## src/rtl/snake_input_pkg.sv

```systemverilog
// Shared types and helpers for the buffered multi-player snake direction input.
// Contents:
//   dir_t       - 2-bit direction: 00 up, 01 left, 10 down, 11 right
//   key_hit_t   - decoded key: {hit, player, dir}
//   K_*         - scan codes for both players (E0 prefix already stripped)
//   opposite()  - the 180-degree reversal of a direction
//   key_to_dir()- maps a scan code to a player direction request
package snake_input_pkg;

    typedef enum logic [1:0] {
        UP    = 2'b00,
        LEFT  = 2'b01,
        DOWN  = 2'b10,
        RIGHT = 2'b11
    } dir_t;

    typedef struct packed {
        logic hit;
        logic player;
        dir_t dir;
    } key_hit_t;

    // Player 0: W/A/S/D
    localparam logic [7:0] K_P0_UP    = 8'h1D;
    localparam logic [7:0] K_P0_LEFT  = 8'h1C;
    localparam logic [7:0] K_P0_DOWN  = 8'h1B;
    localparam logic [7:0] K_P0_RIGHT = 8'h23;
    // Player 1: arrow keys
    localparam logic [7:0] K_P1_UP    = 8'h75;
    localparam logic [7:0] K_P1_LEFT  = 8'h6B;
    localparam logic [7:0] K_P1_DOWN  = 8'h72;
    localparam logic [7:0] K_P1_RIGHT = 8'h74;

    // Flipping the vertical/horizontal sense bit gives the reverse direction.
    function automatic dir_t opposite(input dir_t d);
        return dir_t'(d ^ 2'b10);
    endfunction

    function automatic key_hit_t key_to_dir(input logic [7:0] code);
        key_hit_t k;
        case (code)
            K_P0_UP:    k = '{hit: 1'b1, player: 1'b0, dir: UP};
            K_P0_LEFT:  k = '{hit: 1'b1, player: 1'b0, dir: LEFT};
            K_P0_DOWN:  k = '{hit: 1'b1, player: 1'b0, dir: DOWN};
            K_P0_RIGHT: k = '{hit: 1'b1, player: 1'b0, dir: RIGHT};
            K_P1_UP:    k = '{hit: 1'b1, player: 1'b1, dir: UP};
            K_P1_LEFT:  k = '{hit: 1'b1, player: 1'b1, dir: LEFT};
            K_P1_DOWN:  k = '{hit: 1'b1, player: 1'b1, dir: DOWN};
            K_P1_RIGHT: k = '{hit: 1'b1, player: 1'b1, dir: RIGHT};
            default:    k = '{hit: 1'b0, player: 1'b0, dir: UP};
        endcase
        return k;
    endfunction

endpackage

```

## src/rtl/snake_dir_fifo.sv

```systemverilog
// One player's direction request queue plus its current-direction register.
// Ports:
//   clk, reset  - clock, synchronous active-high reset
//   req         - a mapped make code for this player arrived this cycle
//   req_dir     - the requested direction
//   step        - game tick; pops the head into direction when non-empty
//   direction   - current snake direction (registered)
//   count       - queue occupancy (registered)
//   dropped     - one-cycle pulse after a request rejected for a full queue
module snake_dir_fifo
    import snake_input_pkg::*;
#(
    parameter int         DEPTH     = 4,
    parameter logic [1:0] RESET_DIR = 2'b00
) (
    input  logic                       clk,
    input  logic                       reset,
    input  logic                       req,
    input  dir_t                       req_dir,
    input  logic                       step,
    output dir_t                       direction,
    output logic [$clog2(DEPTH+1)-1:0] count,
    output logic                       dropped
);

    localparam int CW = $clog2(DEPTH + 1);
    localparam int PW = $clog2(DEPTH);

    dir_t          mem_r [DEPTH];
    logic [PW-1:0] wr_ptr_r;
    logic [PW-1:0] rd_ptr_r;

    dir_t ref_dir_s;
    logic accept_s;
    logic full_s;
    logic push_s;
    logic drop_s;
    logic pop_s;

    // Request filtering against the most recent pending direction, and push/pop decisions.
    always_comb begin
        ref_dir_s = direction;
        if (count != CW'(0)) begin
            // Pointer arithmetic wraps naturally since DEPTH is a power of 2.
            ref_dir_s = mem_r[wr_ptr_r - PW'(1)];
        end else begin
            ref_dir_s = direction;
        end
        accept_s = req && (req_dir != ref_dir_s) && (req_dir != opposite(ref_dir_s));
        // Full check uses the pre-pop count, so a push into a full queue on a tick is dropped.
        full_s   = (count == CW'(DEPTH));
        push_s   = accept_s && !full_s;
        drop_s   = accept_s && full_s;
        // Pop sees pre-push contents, so an entry pushed into an empty queue waits a tick.
        pop_s    = step && (count != CW'(0));
    end

    // Queue storage; contents need no reset because count gates every read.
    always_ff @(posedge clk) begin
        if (push_s) begin
            mem_r[wr_ptr_r] <= req_dir;
        end
    end

    // Pointers, occupancy, current direction and drop pulse.
    always_ff @(posedge clk) begin
        if (reset) begin
            wr_ptr_r  <= PW'(0);
            rd_ptr_r  <= PW'(0);
            count     <= CW'(0);
            direction <= dir_t'(RESET_DIR);
            dropped   <= 1'b0;
        end else begin
            dropped <= drop_s;
            if (push_s) begin
                wr_ptr_r <= wr_ptr_r + PW'(1);
            end
            if (pop_s) begin
                direction <= mem_r[rd_ptr_r];
                rd_ptr_r  <= rd_ptr_r + PW'(1);
            end
            case ({push_s, pop_s})
                2'b10:   count <= count + CW'(1);
                2'b01:   count <= count - CW'(1);
                default: count <= count;
            endcase
        end
    end

endmodule

```

## src/rtl/snake_dir_queue.sv

```systemverilog
// Buffered multi-player snake direction input. Decodes PS/2 make codes into
// per-player direction requests, queues them, and applies one per game tick.
// Ports:
//   clk, reset     - clock, synchronous active-high reset
//   valid          - decoder strobe, one cycle per decoded code
//   makeBreak      - 1 = make (press), 0 = break (ignored)
//   outCode        - decoded scan code
//   step           - game-tick pulse
//   snakeDirection - bits [2p+1:2p] are player p's direction
//   queueCount     - per-player occupancy, $clog2(QUEUE_DEPTH+1) bits each
//   dropped        - per-player pulse after a request lost to a full queue
module snake_dir_queue
    import snake_input_pkg::*;
#(
    parameter int         NUM_PLAYERS = 2,
    parameter int         QUEUE_DEPTH = 4,
    parameter logic [1:0] RESET_DIR   = 2'b00
) (
    input  logic                                          clk,
    input  logic                                          reset,
    input  logic                                          valid,
    input  logic                                          makeBreak,
    input  logic [7:0]                                    outCode,
    input  logic                                          step,
    output logic [2*NUM_PLAYERS-1:0]                      snakeDirection,
    output logic [NUM_PLAYERS*$clog2(QUEUE_DEPTH+1)-1:0]  queueCount,
    output logic [NUM_PLAYERS-1:0]                        dropped
);

    localparam int CW = $clog2(QUEUE_DEPTH + 1);

    key_hit_t key_s;

    // Decode the scan code once; each player picks out its own requests.
    always_comb begin
        key_s = key_to_dir(outCode);
    end

    for (genvar p = 0; p < NUM_PLAYERS; p++) begin : g_player
        logic          req_s;
        dir_t          dir_s;
        logic [CW-1:0] cnt_s;
        logic          drop_s;

        // With one player, player-1 codes simply match no instance.
        assign req_s = valid && makeBreak && key_s.hit && (key_s.player == 1'(p));

        snake_dir_fifo #(
            .DEPTH     (QUEUE_DEPTH),
            .RESET_DIR (RESET_DIR)
        ) u_fifo (
            .clk       (clk),
            .reset     (reset),
            .req       (req_s),
            .req_dir   (key_s.dir),
            .step      (step),
            .direction (dir_s),
            .count     (cnt_s),
            .dropped   (drop_s)
        );

        assign snakeDirection[2*p +: 2] = dir_s;
        assign queueCount[CW*p +: CW]   = cnt_s;
        assign dropped[p]               = drop_s;
    end

endmodule

```

## config.mk

```make
export PLATFORM = sky130hd
export DESIGN_NAME = snake_dir_queue
export DESIGN_NICKNAME = d
export VERILOG_FILES = /design/src/rtl/snake_input_pkg.sv /design/src/rtl/snake_dir_fifo.sv /design/src/rtl/snake_dir_queue.sv
export SDC_FILE = /design/constraint.sdc
export NUM_CORES = 1
export LEC_CHECK = 0
export BUFFER_PORTS_ARGS = -buffer_cell sky130_fd_sc_hd__buf_2
export CAP_MARGIN = 0
export CORE_MARGIN = 5
export CORE_UTILIZATION = 51
export DETAILED_ROUTE_END_ITERATION = 8
export PLACE_DENSITY_LB_ADDON = 0.08
export SYNTH_ARGS = -nofsm -noshare
export SYNTH_HDL_FRONTEND = slang
export SYNTH_SLANG_ARGS = --single-unit
```

## constraint.sdc

```tcl
create_clock -name clk -period 5.76 [get_ports clk]
set_input_delay 1.152 -clock clk [delete_from_list [all_inputs] [get_ports clk]]
set_output_delay 1.152 -clock clk [all_outputs]
set_load 0.03 [all_outputs]
```

==> results of run 1 <==
[how the worst min path moves through the flow]
| stage | startpoint | end | slack (ns) | cells after the start |
|---|---|---|---|---|
| finish | g_player[0].u_fifo.direction[1]$_SDFFE_PP0P_ | g_player[0].u_fifo.direction[1]$_SDFFE_PP0P_ | 0.48 | 2 |
| global route | g_player[1].u_fifo.direction[0]$_SDFFE_PP0P_ | g_player[1].u_fifo.direction[0]$_SDFFE_PP0P_ | 0.52 | 2 |
| CTS | g_player[0].u_fifo.direction[1]$_SDFFE_PP0P_ | g_player[0].u_fifo.direction[1]$_SDFFE_PP0P_ | 0.48 | 2 |
| detailed placement | g_player[0].u_fifo.direction[1]$_SDFFE_PP0P_ | g_player[0].u_fifo.direction[1]$_SDFFE_PP0P_ | 0.47 | 2 |
| global placement | g_player[0].u_fifo.direction[1]$_SDFFE_PP0P_ | g_player[0].u_fifo.direction[1]$_SDFFE_PP0P_ | 0.44 | 2 |
| floorplan | g_player[0].u_fifo.wr_ptr_r[1]$_SDFFE_PP0P_ | g_player[0].u_fifo.wr_ptr_r[1]$_SDFFE_PP0P_ | 0.48 | 2 |
[where the power goes]
part | internal [mW] | switching (mW) | total (mW)
clock network | 0.109 | 0.0848 | 0.194
logic | 0.00721 | 0.0113 | 0.0186
registers | 0.265 | 0.0000197 | 0.265
total | 0.381 | 0.0961 | 0.477
[layout by cell type (no fill, tap or decap), types with 4 or more instances in the layout]
master    netlist  routed
buf_2           0      24
dfxtp_1        20      20
nor2_1         18      18
inv_1          16      16
edfxtp_1       16      16
a21oi_1        13      13
nand2_1        12      12
ha_1           10      10
xor2_1          7       7
clkbuf_8        0       7
nand2b_1        6       6
mux4_2          6       6
and2_1          6       6
o21ai_0         5       5
xnor2_1         4       4
and3_1          4       4
[registers in the layout (all words and copies together) (netlist names)]
register,count
g_player.u_fifo.rd_ptr_r,4
g_player.u_fifo.dropped,2
g_player.u_fifo.direction,4
g_player.u_fifo.wr_ptr_r,4
g_player.u_fifo.mem_r,16
g_player.u_fifo.count,6
[cell families after synthesis]
| family | synth area share [%] |
|---|---|
| simple gates | 18.7 |
| compound gates | 7.38 |
| xor+xnor | 5.73 |
| flops | 44.8 |
| fa+ha+maj | 8.40 |
| mux | 9.80 |
| buf+inv | 5.16 |
[cell type report]
class | count | area, um^2 | area share (%)
Clock buffer | 8 | 100 | 4.54
Tap cell | 48 | 60.1 | 2.72
Timing Repair Buffer | 24 | 120 | 5.45
Multi-Input combinational cell | 123 | 983 | 44.6
Inverter | 16 | 60.1 | 2.72
Sequential cell | 36 | 881 | 40.0
[critical path: cells and delay by family]
family          cells  cell delay, ns
compound gates      3            0.49
xor+xnor            2            0.48
fa+ha+maj           2            0.54
buf+inv             3            0.28
simple gates        3            0.80
[metal layers]
layer / GRT usage, % / share of wire (%) / vias to the layer above
met3: 4.85 / 5.5 / 5
met1: 17.8 / 46 / 643
li1: - / - / 675
met4: 5.64 / 1.5 / 0
met2: 21.9 / 46 / 29
met5: 0 / 0 / -
[stage by stage]
step | utilization, % | hold slack [ns]
after floorplan | - | 0.482
after global placement | 57.1 | 0.443
after detailed placement | 57.1 | 0.467
after CTS | 59.8 | 0.477
after global routing | 59.8 | 0.518
final | 59.8 | 0.481
==> run_results.csv, run 1 <==
group,metric,value,unit
placement,dpl-instance-area,2100,um^2
worst_setup_path,start_kind,"input pin",
cells_and_area,final_cell_area,2200,um^2
grt,antenna_found_initial,0,
power,p_leak,0.843,nW
cts,clock_path_buffers,2,
floorplanning,coreArea,3690,um^2
cts,numCtsBuffers,5,
placement,port_buffers,24,
cts,h-tree-depth,2,
grt,grt_max_degree,22,
detailed_routing,drc,0,
timing,tns,0,ns
min_path,hold_class,"reg2reg",
floorplanning,rows,22,
floorplanning,die_w,72.1,um
cells_and_area,diodes,0,
logic_synthesis,syn_inst,181,
power,finalPower,477,uW
logic_synthesis,synth_warnings,0,
logic_synthesis,ys.flop_type,"dfxtp_1",
timing,fin_crit_sh,61.2,%
cells_and_area,fill_cells,323,
timing,setup_viol,0,
logic_synthesis,syn_area,1970,um^2
timing,final_hold_viol_count,0,
logic_synthesis,synth_commonest_cells,"20 x dfxtp_1, 18 x nor2_1, 16 x edfxtp_1, 16 x inv_1, 13 x a21oi_1",
logic_synthesis,yosysMostFrequentCell,"dfxtp_1",
floorplanning,io_pins,25,
placement,gp_congestion,0.821,
power,power.density,216,nW/um^2
timing,tightest_slew,0.432,ns
logic_synthesis,synth_top_area_share,24.4,%
worst_setup_path,regToRegEndpoint,"g_player[1].u_fifo.count[2]$_SDFFE_PP0P_",
detailed_routing,detail-route-antenna-nets,0,
logic_synthesis,synth-edff-count,16,
floorplanning,dieArea,5200,um^2
cts,clk_pin_slew,0.07,ns
logic_synthesis,synthDistinctLibCells,40,
cts,cts_root_buf,"clkbuf_8",
grt,grt_pass1_wl,5.73,mm
worst_setup_path,path_common_cell,"inv_1",
detailed_routing,routed_via_density,5.30,
floorplanning,start_util,53.3,%
timing,slew_viol_final,0,
detailed_routing,wl,3.45,mm
worst_setup_path,path_cells,"buf_2, or3b_1, a211oi_2, a21oi_2, xnor2_1, nor2_1, inv_1, ha_1, inv_1, fa_1, xor2_1, or3_1, a21oi_1",
cts,ctsResizeCount,0,
timing,period_minus_slack,3.52,ns
worst_setup_path,rrSetupSlack,2.71,ns
detailed_routing,vias,1352,
cells_and_area,areaGrowthSynthToFinish,12.2,%
placement,hpwl,2.68,mm
logic_synthesis,synthTopCellsByArea,"edfxtp_1 24%, dfxtp_1 20%, mux4_2 6.9%",
worst_setup_path,crit_path_end,"g_player[1].u_fifo.count[2]$_SDFFE_PP0P_",
detailed_routing,drtPass1Iterations,4,
logic_synthesis,synth.avg_cell_area,10.9,um^2
power,peakVddDrop,0.000127,V
grt,grt_pass1_vias,1316,
worst_setup_path,r2r_cells,13,
worst_setup_path,cp_data_arrival_time,3.74,ns
grt,grt_usage,14.1,%
worst_setup_path,crit_type,"in2reg",
cells_and_area,drive_gt1_share,21.3,%
worst_setup_path,slowest_stage,"or3b_1",
run,max_cap_violations,0,
grt,grt-ovfl-total,0,
timing,fin_worst_skew,0.00897,ns
detailed_routing,drtIter0Drc,63,
logic_synthesis,yosysTopAreaCell,"edfxtp_1",
worst_setup_path,worstPathRequired,5.98,ns
cts,clkLatencyLatePin,0.28,ns
timing,rsz0062_at_grt,"false",
placement,dp.cells,247,
timing,slew_headroom,71.0,%
worst_setup_path,slowest_delay,0.40,ns
worst_setup_path,cp-startpoint,"outCode[3]",
detailed_routing,routedWlPerCell,13.5,um
timing,worst_slack,2.24,ns
placement,dpl_worst_slack,1.96,ns
logic_synthesis,syn_nets,206,
worst_setup_path,cp_max_fo,8,
logic_synthesis,async_flop_share,0,%
cts,clock_sinks,36,
cells_and_area,fin_cells,255,
floorplanning,die_h,72.1,um
worst_setup_path,r2r-start,"g_player[1].u_fifo.wr_ptr_r[0]$_SDFFE_PP0P_",
logic_synthesis,ys_seq_area_share,44.8,%
worst_setup_path,worst_setup_path_end_kind,"register",
timing,fmax,0.284,GHz
cells_and_area,fin_nets,231,
cts,cts_tree,"built",
logic_synthesis,synth_seq_cells,36,
outcome,status,"finished, final reports clean",
cts,post_cts_buffers,0,
cts,ctsHoldBuffers,0,
Note: power is estimated with default switching activity, not from simulation.
==> inputs of run 2 (changes only) <==
==> constraint.sdc (replaced) <==
create_clock -name clk -period 3.18 [get_ports clk]
set_input_delay 0.636 -clock clk [delete_from_list [all_inputs] [get_ports clk]]
set_output_delay 0.636 -clock clk [all_outputs]
set_load 0.03 [all_outputs]
==> run 2 against run 1 <==
Compared with the run above:
- routed wire length rose by 4.5%
- critical path type is now reg2reg
- sequential share of layout area fell by 0.65 points
- non-clock buffer count rose by 7
- first-iteration DRC count did not move
- power rose by 74%
- count of clock-buffer cells in the layout fell by 2
- design area rose by 1.6%
- die area did not move
- hold slack got worse by 0.020 ns
- core utilization rose by 0.98 points
==> run_results.csv, run 2 (synthesis results as in run 1) <==
group,metric,value,unit
detailed_routing,detail-route-antenna-nets,0,
worst_setup_path,cp_data_arrival_time,3.13,ns
cells_and_area,fill_cells,330,
floorplanning,dieArea,5200,um^2
placement,hpwl,2.84,mm
cts,clock_sinks,36,
min_path,hold_end,"g_player[0].u_fifo.direction[1]$_SDFFE_PP0P_",
cells_and_area,layout_commonest_cell,"buf_2",
placement,gp_congestion,0.740,
power,peakVddDrop,0.000259,V
worst_setup_path,start_kind,"register",
cts,cts_root_buf,"clkbuf_8",
floorplanning,io_pins,25,
timing,slew_viol_final,0,
worst_setup_path,path_common_cell,"inv_1",
cells_and_area,fin_nets,238,
worst_setup_path,regToRegEndpoint,"g_player[0].u_fifo.count[2]$_SDFFE_PP0P_",
worst_setup_path,cp-startpoint,"g_player[0].u_fifo.wr_ptr_r[0]$_SDFFE_PP0P_",
cells_and_area,drive_gt1_share,23.4,%
power,power.density,370,nW/um^2
grt,grt-ovfl-total,0,
placement,port_buffers,24,
worst_setup_path,slowest_delay,0.43,ns
min_path,holdPathStages,2,
cells_and_area,top_register,"g_player.u_fifo.mem_r",
worst_setup_path,worst_setup_path_end_kind,"register",
detailed_routing,wl,3.61,mm
outcome,status,"finished, final reports clean",
cts,post_cts_buffers,0,
cts,clock_path_buffers,2,
timing,fin_crit_sh,91.6,%
cts,cts_tree,"built",
grt,grt_max_degree,22,
cts,h-tree-depth,2,
floorplanning,die_w,72.1,um
detailed_routing,drc,0,
cts,clkLatencyLatePin,0.29,ns
grt,grt_pass1_wl,6.13,mm
timing,setup_viol,0,
timing,period_minus_slack,2.91,ns
timing,rsz0062_at_grt,"false",
cells_and_area,areaGrowthSynthToFinish,14.0,%
worst_setup_path,rrSetupSlack,0.27,ns
detailed_routing,vias,1384,
worst_setup_path,r2r_cells,13,
cts,ctsHoldBuffers,0,
detailed_routing,routed_via_density,5.28,
min_path,hp-start,"g_player[0].u_fifo.direction[1]$_SDFFE_PP0P_",
grt,grt_usage,15.3,%
cells_and_area,final_cell_mix,"24 x buf_2, 20 x dfxtp_1, 18 x nor2_1",
cts,numCtsBuffers,5,
floorplanning,rows,22,
timing,finalHoldWorstSlack,0.461,ns
cells_and_area,top_regs,"g_player.u_fifo.mem_r (16), g_player.u_fifo.count (6)",
floorplanning,start_util,53.3,%
detailed_routing,drtPass1Iterations,4,
power,p_leak,0.865,nW
detailed_routing,routedWlPerCell,13.8,um
detailed_routing,drtIter0Drc,63,
timing,slew_headroom,69.8,%
cells_and_area,largest_reg_flops,16,
min_path,hold_class,"reg2reg",
worst_setup_path,slowest_stage,"dfxtp_1",
timing,tns,0,ns
worst_setup_path,cp_max_fo,5,
worst_setup_path,r2r-start,"g_player[0].u_fifo.wr_ptr_r[0]$_SDFFE_PP0P_",
timing,fin_worst_skew,0.00683,ns
cts,ctsResizeCount,0,
timing,final_hold_viol_count,0,
timing,fmax,0.343,GHz
floorplanning,coreArea,3690,um^2
worst_setup_path,path_cells,"inv_1, ha_1, mux4_2, mux2i_4, xnor2_2, nor3_4, inv_1, ha_1, inv_1, fa_1, xor2_1, or3_1, a21oi_1",
cts,clk_pin_slew,0.07,ns
grt,antenna_found_initial,0,
worst_setup_path,worstPathRequired,3.40,ns
floorplanning,die_h,72.1,um
run,max_cap_violations,0,
worst_setup_path,crit_type,"reg2reg",
grt,grt_pass1_vias,1358,
cells_and_area,diodes,0,
timing,tightest_slew,0.450,ns
run 2: worst max-delay path: cells and delay by family (launching register included):
kind | cells | cell delay (ns)
compound gates | 1 | 0.14
xor+xnor | 2 | 0.32
fa+ha+maj | 3 | 0.88
buf+inv | 3 | 0.22
flops | 1 | 0.43
mux | 2 | 0.49
simple gates | 2 | 0.37
run 2: cell type report:
type | count | area, um^2 | area share, %
Inverter | 16 | 60.1 | 2.68
Clock inverter | 2 | 11.3 | 0.503
Tap cell | 48 | 60.1 | 2.68
Clock buffer | 6 | 72.6 | 3.24
Multi-Input combinational cell | 123 | 983 | 43.9
Sequential cell | 36 | 881 | 39.3
Timing Repair Buffer | 31 | 173 | 7.71
run 2: how the worst max path moves through the flow:
stage	endpoint	slack [ns]	cells past startpoint
final	g_player[0].u_fifo.count[2]$_SDFFE_PP0P_	0.27	13
after global routing	g_player[0].u_fifo.count[2]$_SDFFE_PP0P_	0.02	13
after CTS	g_player[0].u_fifo.count[2]$_SDFFE_PP0P_	0.24	13
after detailed placement	g_player[0].u_fifo.count[2]$_SDFFE_PP0P_	0.008	13
after global placement	g_player[1].u_fifo.count[2]$_SDFFE_PP0P_	0.06	13
after floorplan	g_player[1].u_fifo.count[2]$_SDFFE_PP0P_	0.13	13
run 2: layer usage:
layer / vias up / part of all wire [%] / GRT usage [%]
li1: 689 / - / -
met2: 30 / 47 / 23.9
met3: 6 / 7.0 / 5.82
met4: 0 / 1.3 / 5.43
met1: 659 / 44 / 19.3
met5: - / 0 / 0
run 2: power breakdown:
part / switching [mW] / internal [mW]
logic: 0.0214 / 0.0158
clock network: 0.162 / 0.152
registers: 0.0000329 / 0.479
run 2: through the flow:
step / utilization [%] / std cells / setup WS (ns) / cell area [um^2] / power (mW)
6_report: 60.8 / 262 / 0.266 / 2240 / 0.830
5_1_grt: 60.8 / 262 / 0.0202 / 2240 / 0.864
4_1_cts: 60.8 / 262 / 0.242 / 2240 / 0.839
3_5_place_dp: 58.5 / 254 / 0.00789 / 2160 / 0.527
3_3_place_gp: 58.5 / 254 / 0.0611 / 2160 / 0.525
2_1_floorplan: - / 181 / 0.130 / 1970 / 0.511
